===== src/rtl/vga_pattern_gen.sv =====
// VGA timing and test-pattern generator: four patterns, key-stepped mode.
// Define VGA_BORDER_EN to draw an all-ones border around the active area.
module vga_pattern_gen #(
    parameter int CLK_DIV   = 2,
    parameter int H_ACTIVE  = 640,
    parameter int H_FP      = 16,
    parameter int H_SYNC    = 96,
    parameter int H_BP      = 48,
    parameter int V_ACTIVE  = 480,
    parameter int V_FP      = 10,
    parameter int V_SYNC    = 2,
    parameter int V_BP      = 33,
    parameter int SYNC_POL  = 0,
    parameter int COLOR_W   = 4,
    parameter int BAR_COUNT = 8
) (
    input  logic               CLK,
    input  logic               RESET,
    input  logic               MODE_STEP,
    input  logic               INVERT,
    output logic               VGA_HS,
    output logic               VGA_VS,
    output logic [COLOR_W-1:0] VGA_R,
    output logic [COLOR_W-1:0] VGA_G,
    output logic [COLOR_W-1:0] VGA_B,
    output logic               DE,
    output logic               FRAME_START,
    output logic [1:0]         MODE
);

    localparam int H_TOTAL = H_ACTIVE + H_FP + H_SYNC + H_BP;
    localparam int V_TOTAL = V_ACTIVE + V_FP + V_SYNC + V_BP;
    localparam int BAR_W   = H_ACTIVE / BAR_COUNT;
    localparam int BAR_H   = V_ACTIVE / BAR_COUNT;
    localparam int DIV_W   = (CLK_DIV > 1) ? $clog2(CLK_DIV) : 1;
    localparam int HC_W    = $clog2(H_TOTAL + 1);
    localparam int VC_W    = $clog2(V_TOTAL + 1);
    localparam int SH_W    = (BAR_W > 1) ? $clog2(BAR_W) : 1;
    localparam int SV_W    = (BAR_H > 1) ? $clog2(BAR_H) : 1;
    localparam int BI_W    = ($clog2(BAR_COUNT + 1) > 3) ?
                             $clog2(BAR_COUNT + 1) : 3;

    localparam logic [DIV_W-1:0] DIV_LAST = DIV_W'(CLK_DIV - 1);
    localparam logic [HC_W-1:0]  H_LAST   = HC_W'(H_TOTAL - 1);
    localparam logic [HC_W-1:0]  H_ACT    = HC_W'(H_ACTIVE);
    localparam logic [HC_W-1:0]  HS_BEG   = HC_W'(H_ACTIVE + H_FP);
    localparam logic [HC_W-1:0]  HS_END   = HC_W'(H_ACTIVE + H_FP + H_SYNC);
    localparam logic [VC_W-1:0]  V_LAST   = VC_W'(V_TOTAL - 1);
    localparam logic [VC_W-1:0]  V_ACT    = VC_W'(V_ACTIVE);
    localparam logic [VC_W-1:0]  VS_BEG   = VC_W'(V_ACTIVE + V_FP);
    localparam logic [VC_W-1:0]  VS_END   = VC_W'(V_ACTIVE + V_FP + V_SYNC);
    localparam logic [SH_W-1:0]  SH_LAST  = SH_W'(BAR_W - 1);
    localparam logic [SV_W-1:0]  SV_LAST  = SV_W'(BAR_H - 1);
    localparam logic [BI_W-1:0]  BI_MAX   = BI_W'(BAR_COUNT);
    localparam logic             SYNC_ON  = (SYNC_POL != 0);
`ifdef VGA_BORDER_EN
    localparam logic [HC_W-1:0]  H_ALAST  = HC_W'(H_ACTIVE - 1);
    localparam logic [VC_W-1:0]  V_ALAST  = VC_W'(V_ACTIVE - 1);
`endif

    logic [DIV_W-1:0]   div_q, div_d;
    logic [HC_W-1:0]    h_cnt_q, h_cnt_d;
    logic [VC_W-1:0]    v_cnt_q, v_cnt_d;
    logic [SH_W-1:0]    sub_h_q, sub_h_d;
    logic [SV_W-1:0]    sub_v_q, sub_v_d;
    logic [BI_W-1:0]    bx_q, bx_d;
    logic [BI_W-1:0]    by_q, by_d;
    logic [2:0]         frame_cnt_q, frame_cnt_d;
    logic [1:0]         pending_q, pending_d;
    logic [1:0]         mode_q, mode_d;
    logic               hs_q, hs_d;
    logic               vs_q, vs_d;
    logic               de_q, de_d;
    logic               fs_q, fs_d;
    logic [COLOR_W-1:0] r_q, r_d;
    logic [COLOR_W-1:0] g_q, g_d;
    logic [COLOR_W-1:0] b_q, b_d;

    logic                 pe;
    logic                 h_last;
    logic                 v_last;
    logic                 frame_end;
    logic                 active;
    logic                 in_bars;
    logic [2:0]           code;
    logic [3*COLOR_W-1:0] rgb;

    assign pe        = (div_q == DIV_LAST);
    assign h_last    = (h_cnt_q == H_LAST);
    assign v_last    = (v_cnt_q == V_LAST);
    assign frame_end = h_last && v_last;

    // Pixel colour from the pre-increment counters.
    always_comb begin
        active  = (h_cnt_q < H_ACT) && (v_cnt_q < V_ACT);
        in_bars = (bx_q < BI_MAX) && (by_q < BI_MAX);
        case (mode_q)
            2'd0:    code = 3'd7 - bx_q[2:0];
            2'd1:    code = 3'd7 - by_q[2:0];
            2'd2:    code = (3'd7 - bx_q[2:0]) ^ (3'd7 - by_q[2:0]);
            default: code = frame_cnt_q;
        endcase
        if (!in_bars) begin
            code = 3'd0;
        end
        rgb = {{COLOR_W{code[2]}}, {COLOR_W{code[1]}}, {COLOR_W{code[0]}}};
        if (INVERT) begin
            rgb = ~rgb;
        end
`ifdef VGA_BORDER_EN
        if (h_cnt_q == '0 || h_cnt_q == H_ALAST ||
            v_cnt_q == '0 || v_cnt_q == V_ALAST) begin
            rgb = '1;
        end
`endif
        if (!active) begin
            rgb = '0;
        end
    end

    always_comb begin
        div_d       = pe ? '0 : div_q + DIV_W'(1);
        pending_d   = MODE_STEP ? pending_q + 2'd1 : pending_q;
        h_cnt_d     = h_cnt_q;
        v_cnt_d     = v_cnt_q;
        sub_h_d     = sub_h_q;
        sub_v_d     = sub_v_q;
        bx_d        = bx_q;
        by_d        = by_q;
        frame_cnt_d = frame_cnt_q;
        mode_d      = mode_q;
        hs_d        = hs_q;
        vs_d        = vs_q;
        de_d        = de_q;
        fs_d        = fs_q;
        r_d         = r_q;
        g_d         = g_q;
        b_d         = b_q;
        if (pe) begin
            if (h_last) begin
                h_cnt_d = '0;
                sub_h_d = '0;
                bx_d    = '0;
                if (v_last) begin
                    v_cnt_d = '0;
                    sub_v_d = '0;
                    by_d    = '0;
                end else begin
                    v_cnt_d = v_cnt_q + VC_W'(1);
                    if (sub_v_q == SV_LAST) begin
                        sub_v_d = '0;
                        if (by_q != BI_MAX) by_d = by_q + BI_W'(1);
                    end else begin
                        sub_v_d = sub_v_q + SV_W'(1);
                    end
                end
            end else begin
                h_cnt_d = h_cnt_q + HC_W'(1);
                // Bar index saturates: anything past the last bar is black.
                if (sub_h_q == SH_LAST) begin
                    sub_h_d = '0;
                    if (bx_q != BI_MAX) bx_d = bx_q + BI_W'(1);
                end else begin
                    sub_h_d = sub_h_q + SH_W'(1);
                end
            end
            if (frame_end) begin
                frame_cnt_d = frame_cnt_q + 3'd1;
                mode_d      = pending_d;
            end
            hs_d = ((h_cnt_q >= HS_BEG) && (h_cnt_q < HS_END)) ?
                   SYNC_ON : ~SYNC_ON;
            vs_d = ((v_cnt_q >= VS_BEG) && (v_cnt_q < VS_END)) ?
                   SYNC_ON : ~SYNC_ON;
            de_d = active;
            fs_d = (h_cnt_q == '0) && (v_cnt_q == '0);
            r_d  = rgb[3*COLOR_W-1:2*COLOR_W];
            g_d  = rgb[2*COLOR_W-1:COLOR_W];
            b_d  = rgb[COLOR_W-1:0];
        end
    end

    always_ff @(posedge CLK or posedge RESET) begin
        if (RESET) begin
            div_q       <= '0;
            h_cnt_q     <= '0;
            v_cnt_q     <= '0;
            sub_h_q     <= '0;
            sub_v_q     <= '0;
            bx_q        <= '0;
            by_q        <= '0;
            frame_cnt_q <= '0;
            pending_q   <= '0;
            mode_q      <= '0;
            hs_q        <= ~SYNC_ON;
            vs_q        <= ~SYNC_ON;
            de_q        <= 1'b0;
            fs_q        <= 1'b0;
            r_q         <= '0;
            g_q         <= '0;
            b_q         <= '0;
        end else begin
            div_q       <= div_d;
            h_cnt_q     <= h_cnt_d;
            v_cnt_q     <= v_cnt_d;
            sub_h_q     <= sub_h_d;
            sub_v_q     <= sub_v_d;
            bx_q        <= bx_d;
            by_q        <= by_d;
            frame_cnt_q <= frame_cnt_d;
            pending_q   <= pending_d;
            mode_q      <= mode_d;
            hs_q        <= hs_d;
            vs_q        <= vs_d;
            de_q        <= de_d;
            fs_q        <= fs_d;
            r_q         <= r_d;
            g_q         <= g_d;
            b_q         <= b_d;
        end
    end

    assign VGA_HS      = hs_q;
    assign VGA_VS      = vs_q;
    assign VGA_R       = r_q;
    assign VGA_G       = g_q;
    assign VGA_B       = b_q;
    assign DE          = de_q;
    assign FRAME_START = fs_q;
    assign MODE        = mode_q;

endmodule


===== config.mk =====
export PLATFORM = sky130hd
export DESIGN_NAME = vga_pattern_gen
export DESIGN_NICKNAME = d
export VERILOG_FILES = /design/src/rtl/vga_pattern_gen.sv
export SDC_FILE = /design/constraint.sdc
export NUM_CORES = 1
export LEC_CHECK = 0
export ABC_AREA = 1
export CAP_MARGIN = 15
export CORE_UTILIZATION = 53
export DETAILED_ROUTE_END_ITERATION = 10
export GPL_ROUTABILITY_DRIVEN = 0
export PLACE_DENSITY = 0.79
export SYNTH_ARGS = -nofsm -noshare
export SYNTH_HDL_FRONTEND = slang
export SYNTH_SLANG_ARGS = --single-unit
export TNS_END_PERCENT = 20

===== constraint.sdc =====
create_clock -name CLK -period 2 [get_ports CLK]
set_input_delay 0.6 -clock CLK [delete_from_list [all_inputs] [get_ports CLK]]
set_output_delay 0.6 -clock CLK [all_outputs]
set_load 0.03 [all_outputs]

# --- Yosys cells after proc, flatten, opt, wreduce, memory -nomap -nowiden ---
# Index checks and enable logic that the tools add are counted.
word_totals:
  regBits: 65
  inputBits: 4
  output_inout_bits: 18
  word_cells: 83
op_classes:
  n_addsub: 11
  order_cmp: 8
  eq_ne: 8
  mux: 20
  bitwise_logic: 2
  reduce_logical: 17
op_table:
  columns: ["cell", "n"]
  rows:
  - ["12-bit two-way mux", 2]
  - ["4-bit two-way mux", 6]
  - ["10-bit by 1-bit adder with 10-bit output, second input constant", 2]
  - ["10-bit == test, second input constant", 2]
  - ["10-bit zero test", 2]
  - ["10-bit less-than comparator, second input constant", 2]
  - ["10-bit by 9-bit less-than comparator with 1-bit output, second input constant", 2]
  - ["10-bit two-way mux", 2]
  - ["7-bit two-way mux", 2]
  - ["6-bit two-way mux", 2]
  - ["12-bit inverter", 1]
  - ["10-bit greater-or-equal comparator, second input constant", 1]
  - ["10-bit by 9-bit greater-or-equal comparator with 1-bit output, second input constant", 1]
  - ["3-bit one-hot mux with 3 select lines", 1]
  - ["4-bit by 1-bit adder with 4-bit output, second input constant", 2]
  - ["4-bit less-than comparator, second input constant", 2]
  - ["4-bit != test, second input constant", 2]
  - ["2-bit nonzero test", 4]
  - ["7-bit by 1-bit adder with 7-bit output, second input constant", 1]
  - ["7-bit == test, second input constant", 1]
  - ["6-bit by 1-bit adder with 6-bit output, second input constant", 1]
  - ["6-bit == test, second input constant", 1]
  - ["1-bit logical AND", 6]
  - ["3-bit subtractor, first input constant", 2]
  - ["13 further kinds", 16]

# --- Logic depth before layout (Yosys ltp) ---
logic_depth:
  depth_word: 7
  depth_mapped: 10
  depth_no_buf: 10

# --- Worst setup path after synthesis ---
# OpenSTA, ideal clock, no wires.
synth_timing:
  path_kind: "flip-flop to flip-flop"
  from: "reg h_cnt_q[0]"
  to: "reg v_cnt_q[5]"
  setup_time_ns: 0.121
  arrival_ns: 1.343
  t_required_ns: 1.879
  path_slack_ns: 0.536
  stages_incl_launch_ff: 10
  n_path_buf: 1
  synth_period_minus_slack_ns: 1.464
  cell_sequence: "dfrtp_1 ha_1 nand2_2 nor2_4 nand4_4 nor2_4 inv_2 buf_6 nand2_1 o21ai_2"
synth_between:
  elab_chain_len: 2
synth_rtl:
  columns: ["element", "line", "rtl"]
  rows:
  - ["start: declaration", "62", "logic [HC_W-1:0] h_cnt_q, h_cnt_d;"]
  - ["start signal: assignment", "204", "h_cnt_q <= h_cnt_d;"]
  - ["10-bit == test", "89", "assign h_last = (h_cnt_q == H_LAST);"]
  - ["2-bit AND reduction (no line)", null, null]
  - ["end signal: assignment", "205", "v_cnt_q <= v_cnt_d;"]
  - ["end: declaration", "63", "logic [VC_W-1:0] v_cnt_q, v_cnt_d;"]
# No other way between the ends.
# A chain may end at the register's enable or synchronous reset.

# --- Final worst setup path ---
layout_timing:
  from: "reg vs_q, in the netlist VGA_VS"
  to: "out VGA_VS"
layout_rtl:
  columns: ["element", "line", "rtl"]
  rows:
  - ["start: declaration", "72", "logic vs_q, vs_d;"]
  - ["start signal: assignment", "196", "vs_q <= ~SYNC_ON;"]
  - ["start signal: assignment", "214", "vs_q <= vs_d;"]
  - ["end: declaration", "22", "output logic VGA_VS,"]
# No word-level cell between the ends.

==> impl_metrics.yaml <==
outcome:
  status: "finished, final reports clean"
power:
  fin_total_pwr_mw: 1.98
  ir_worst_vdd_v: 0.000400
  pwr_density_cell_nw_per_um2: 539
  p_leak_nw: 1.78
setup_path:
  critPathBufInv: 1
  critPathKind: "reg -> out"
  worstSetupStartpointType: "flip-flop"
  reg2reg_depth: 9
  timing.rr.end: "by_q[0]"
  crit_fanout: 2
  ff2ff_setup_slack_ns: 0.21
  cp_cell_sequence: "dlygate4sd2_1"
  worst_r2r_startpoint: "v_cnt_q[0]"
  worst_path_dominant_cell_family: "flip-flops"
  cpPeakStageDelay_ns: 0.54
  crit_path_top_delay_cell: "dfstp_2"
  worstSetupEndpointType: "output pin"
  worst_endpoint_data_arrival_time_ns: 1.24
  worstPathRequired_ns: 1.40
cts:
  cts_num_sinks: 56
  number_of_h_tree_levels: 2
  post_cts_hold_buffer_count: 0
  cts_tree: "done"
  cts_buffers: 5
  cts.clk_slew.worst_paths_ns: 0.10
  cts-root-buf: "clkbuf_8"
  clk_path_buf_depth: 2
  clock_latency_of_the_later_clocked_register_in_the_worst_skew_pair_ns: 0.32
synth:
  mapped_cell_area_sq_um: 3320
  synth.top_cell.area_share_pct: 40.8
  synthDominantAreaCellType: "dfrtp_1"
  ys_warn_count: 0
  postSynthAreaPerCell_sq_um: 7.66
  synth_nets: 446
  yosys.cell_count.top_type: "nand2_1"
  synth_edf_count: 0
  count_of_different_cell_masters_after_synthesis: 33
  synth.top_cells.by_area: "dfrtp_1, nand2_1, nand3_1, inv_1, nor2_1"
  postSynthRegisterBits: 56
  synth_ff_type: "dfrtp_1"
  synth_top_cells_by_count: "nand2_1, dfrtp_1, inv_1"
  postSynth.asyncResetShare_pct: 100
  portion_of_the_post_synthesis_area_used_by_sequential_elements_pct: 42.3
  post_synth_inst_count: 433
timing:
  maxClockFrequency_mhz: 542
  transition_time_at_the_pin_with_the_least_slew_margin_ns: 0.356
  timing_hold_violations_final: 0
  min_period_ns: 1.84
  timing.final.setup_violations: 0
  fin_worst_skew_ns: 0.0119
  fin_worst_hold_slack_ns: 0.497
  drv_slew: 0
  timing.max_slew.rel_slack_pct: 76.2
  setup_total_negative_slack_ns: 0
  layout_worst_path_cycle_share_pct: 92.2
hold_path:
  worst_hold_path_type: "reg -> reg"
  min_from: "DE"
  timing.hold.worst_path_depth: 2
  hold_end: "DE"
detailed_routing:
  avgRoutedWirePerCell_um: 13.1
  detail_route.iter0.violations: 157
  dr.pass1.iters: 5
  detail_route.drc_violations: 0
  routed_wirelength_um: 6920
  route.detailed.vias_per_inst: 5.42
  detailroute.via_count: 2868
  route.antenna.remaining_nets: 0
floorplan:
  die-height_um: 81.1
  io-pin-count: 22
  floorplan.initialDensity_pct: 55.3
  placementRows: 28
  dieArea_sq_um: 6580
  die_w_um: 81.1
  core-area_sq_um: 5990
place:
  place.port_buffers: 21
  post-dp-hpwl_um: 5020
  dpl_cell_area_sq_um: 3590
global_routing:
  gr-total-overflow: 0
  globalRouteTotalUtil_pct: 23.9
  number_of_antenna_violations_at_the_first_check_in_global_routing: 0
  grt_pass1_vias: 2783
  global_route_wire_length_before_repair_um: 12100
  largest_net_degree_at_the_start_of_global_routing: 57
layout:
  area_growth_pct: 10.8
  sequential_cell_area_sq_um: 1400
  antennaDiodeCount: 0
  finalNetCount: 466
  layout-drive-gt1-share_pct: 8.37
  finalInstanceArea_sq_um: 3670
  multiInputGateArea_sq_um: 1580
  fillers: 535
run:
  max_cap_violations: 0
metal layers:
layer	GRT usage, %	share of wire (%)	wire length [um]
met3	4.16	5.0	349
met5	0	0	0
met1	29.9	45	3110
met2	41.1	48	3320
met4	8.57	2.0	140
how the worst max path moves through the flow:
stage,from,cells past startpoint,endpoint
2_1_floorplan,RESET,1,DE
3_3_place_gp,VGA_HS,1,VGA_HS
3_5_place_dp,v_cnt_q[0],9,by_q[0]
4_1_cts,DE,1,DE
5_1_grt,v_cnt_q[0],9,by_q[2]
6_report,VGA_VS,1,VGA_VS
flip-flops by register name, summed over array words and instances (netlist names), 2 cells and up:
register     count
by_q             4
sub_h_q          7
v_cnt_q         10
sub_v_q          6
bx_q             4
h_cnt_q         10
MODE             2
pending_q        2
frame_cnt_q      3
through the flow:
step	cells	setup WS, ns	util [%]
after CTS	529	0.0197	61.2
after floorplan	433	0.0320	-
after global routing	529	-0.0237	61.3
final	529	0.156	61.3
after global placement	521	0.229	59.9
after detailed placement	521	0.173	59.9
timing repair:
item	4_1_cts	5_1_grt
resized for setup	16	3
gates cloned	0	0
setup buffers	0	0
endpoints found under the setup margin	16	7
pin swaps	0	0
where the power goes:
part	internal (mW)	total [mW]	switching, mW	leakage [nW]
sequential	1.16	1.17	0.0169	0.727
clock	0.282	0.673	0.391	0.0434
combinational	0.0426	0.132	0.0898	1.01
total	1.48	1.98	0.498	1.78
tightest hold or removal path: cells and delay by family (launching register included):
kind | cells | cell delay [ns]
compound gates | 1 | 0.06
flops | 1 | 0.36
simple gates | 1 | 0.05
kinds of logic after synthesis:
family                   Yosys count  share of synthesized area [%]
flip-flops                        56                           42.3
XOR/XNOR                          18                           4.75
multiplexers                       1                          0.302
adder cells (fa/ha/maj)            9                           3.40
AND/OR/NAND/NOR                  240                           32.8
buffers and inverters             72                           10.0
AO/OA/AOI/OAI                     37                           6.38
area by class of cell:
cell class	instances	share of cell area, %
clock inverter	2	0.409
timing repair buffer	30	7.84
clock buffer	6	2.25
inverter	55	5.62
tap	75	2.56
sequential	56	38.2
multi-input combinational	305	43.1
layout by cell type (no fill, tap or decap), types with 9 or more instances in the layout:
master,netlist,routed
dfrtp_1,54,54
dlygate4sd2_1,0,16
ha_1,9,9
inv_1,52,51
nand2_1,120,119
nand3_1,39,39
nand4_1,16,16
nor2_1,39,39
o21ai_0,20,20
xor2_1,15,15
(Power assumes the default switching activity.)
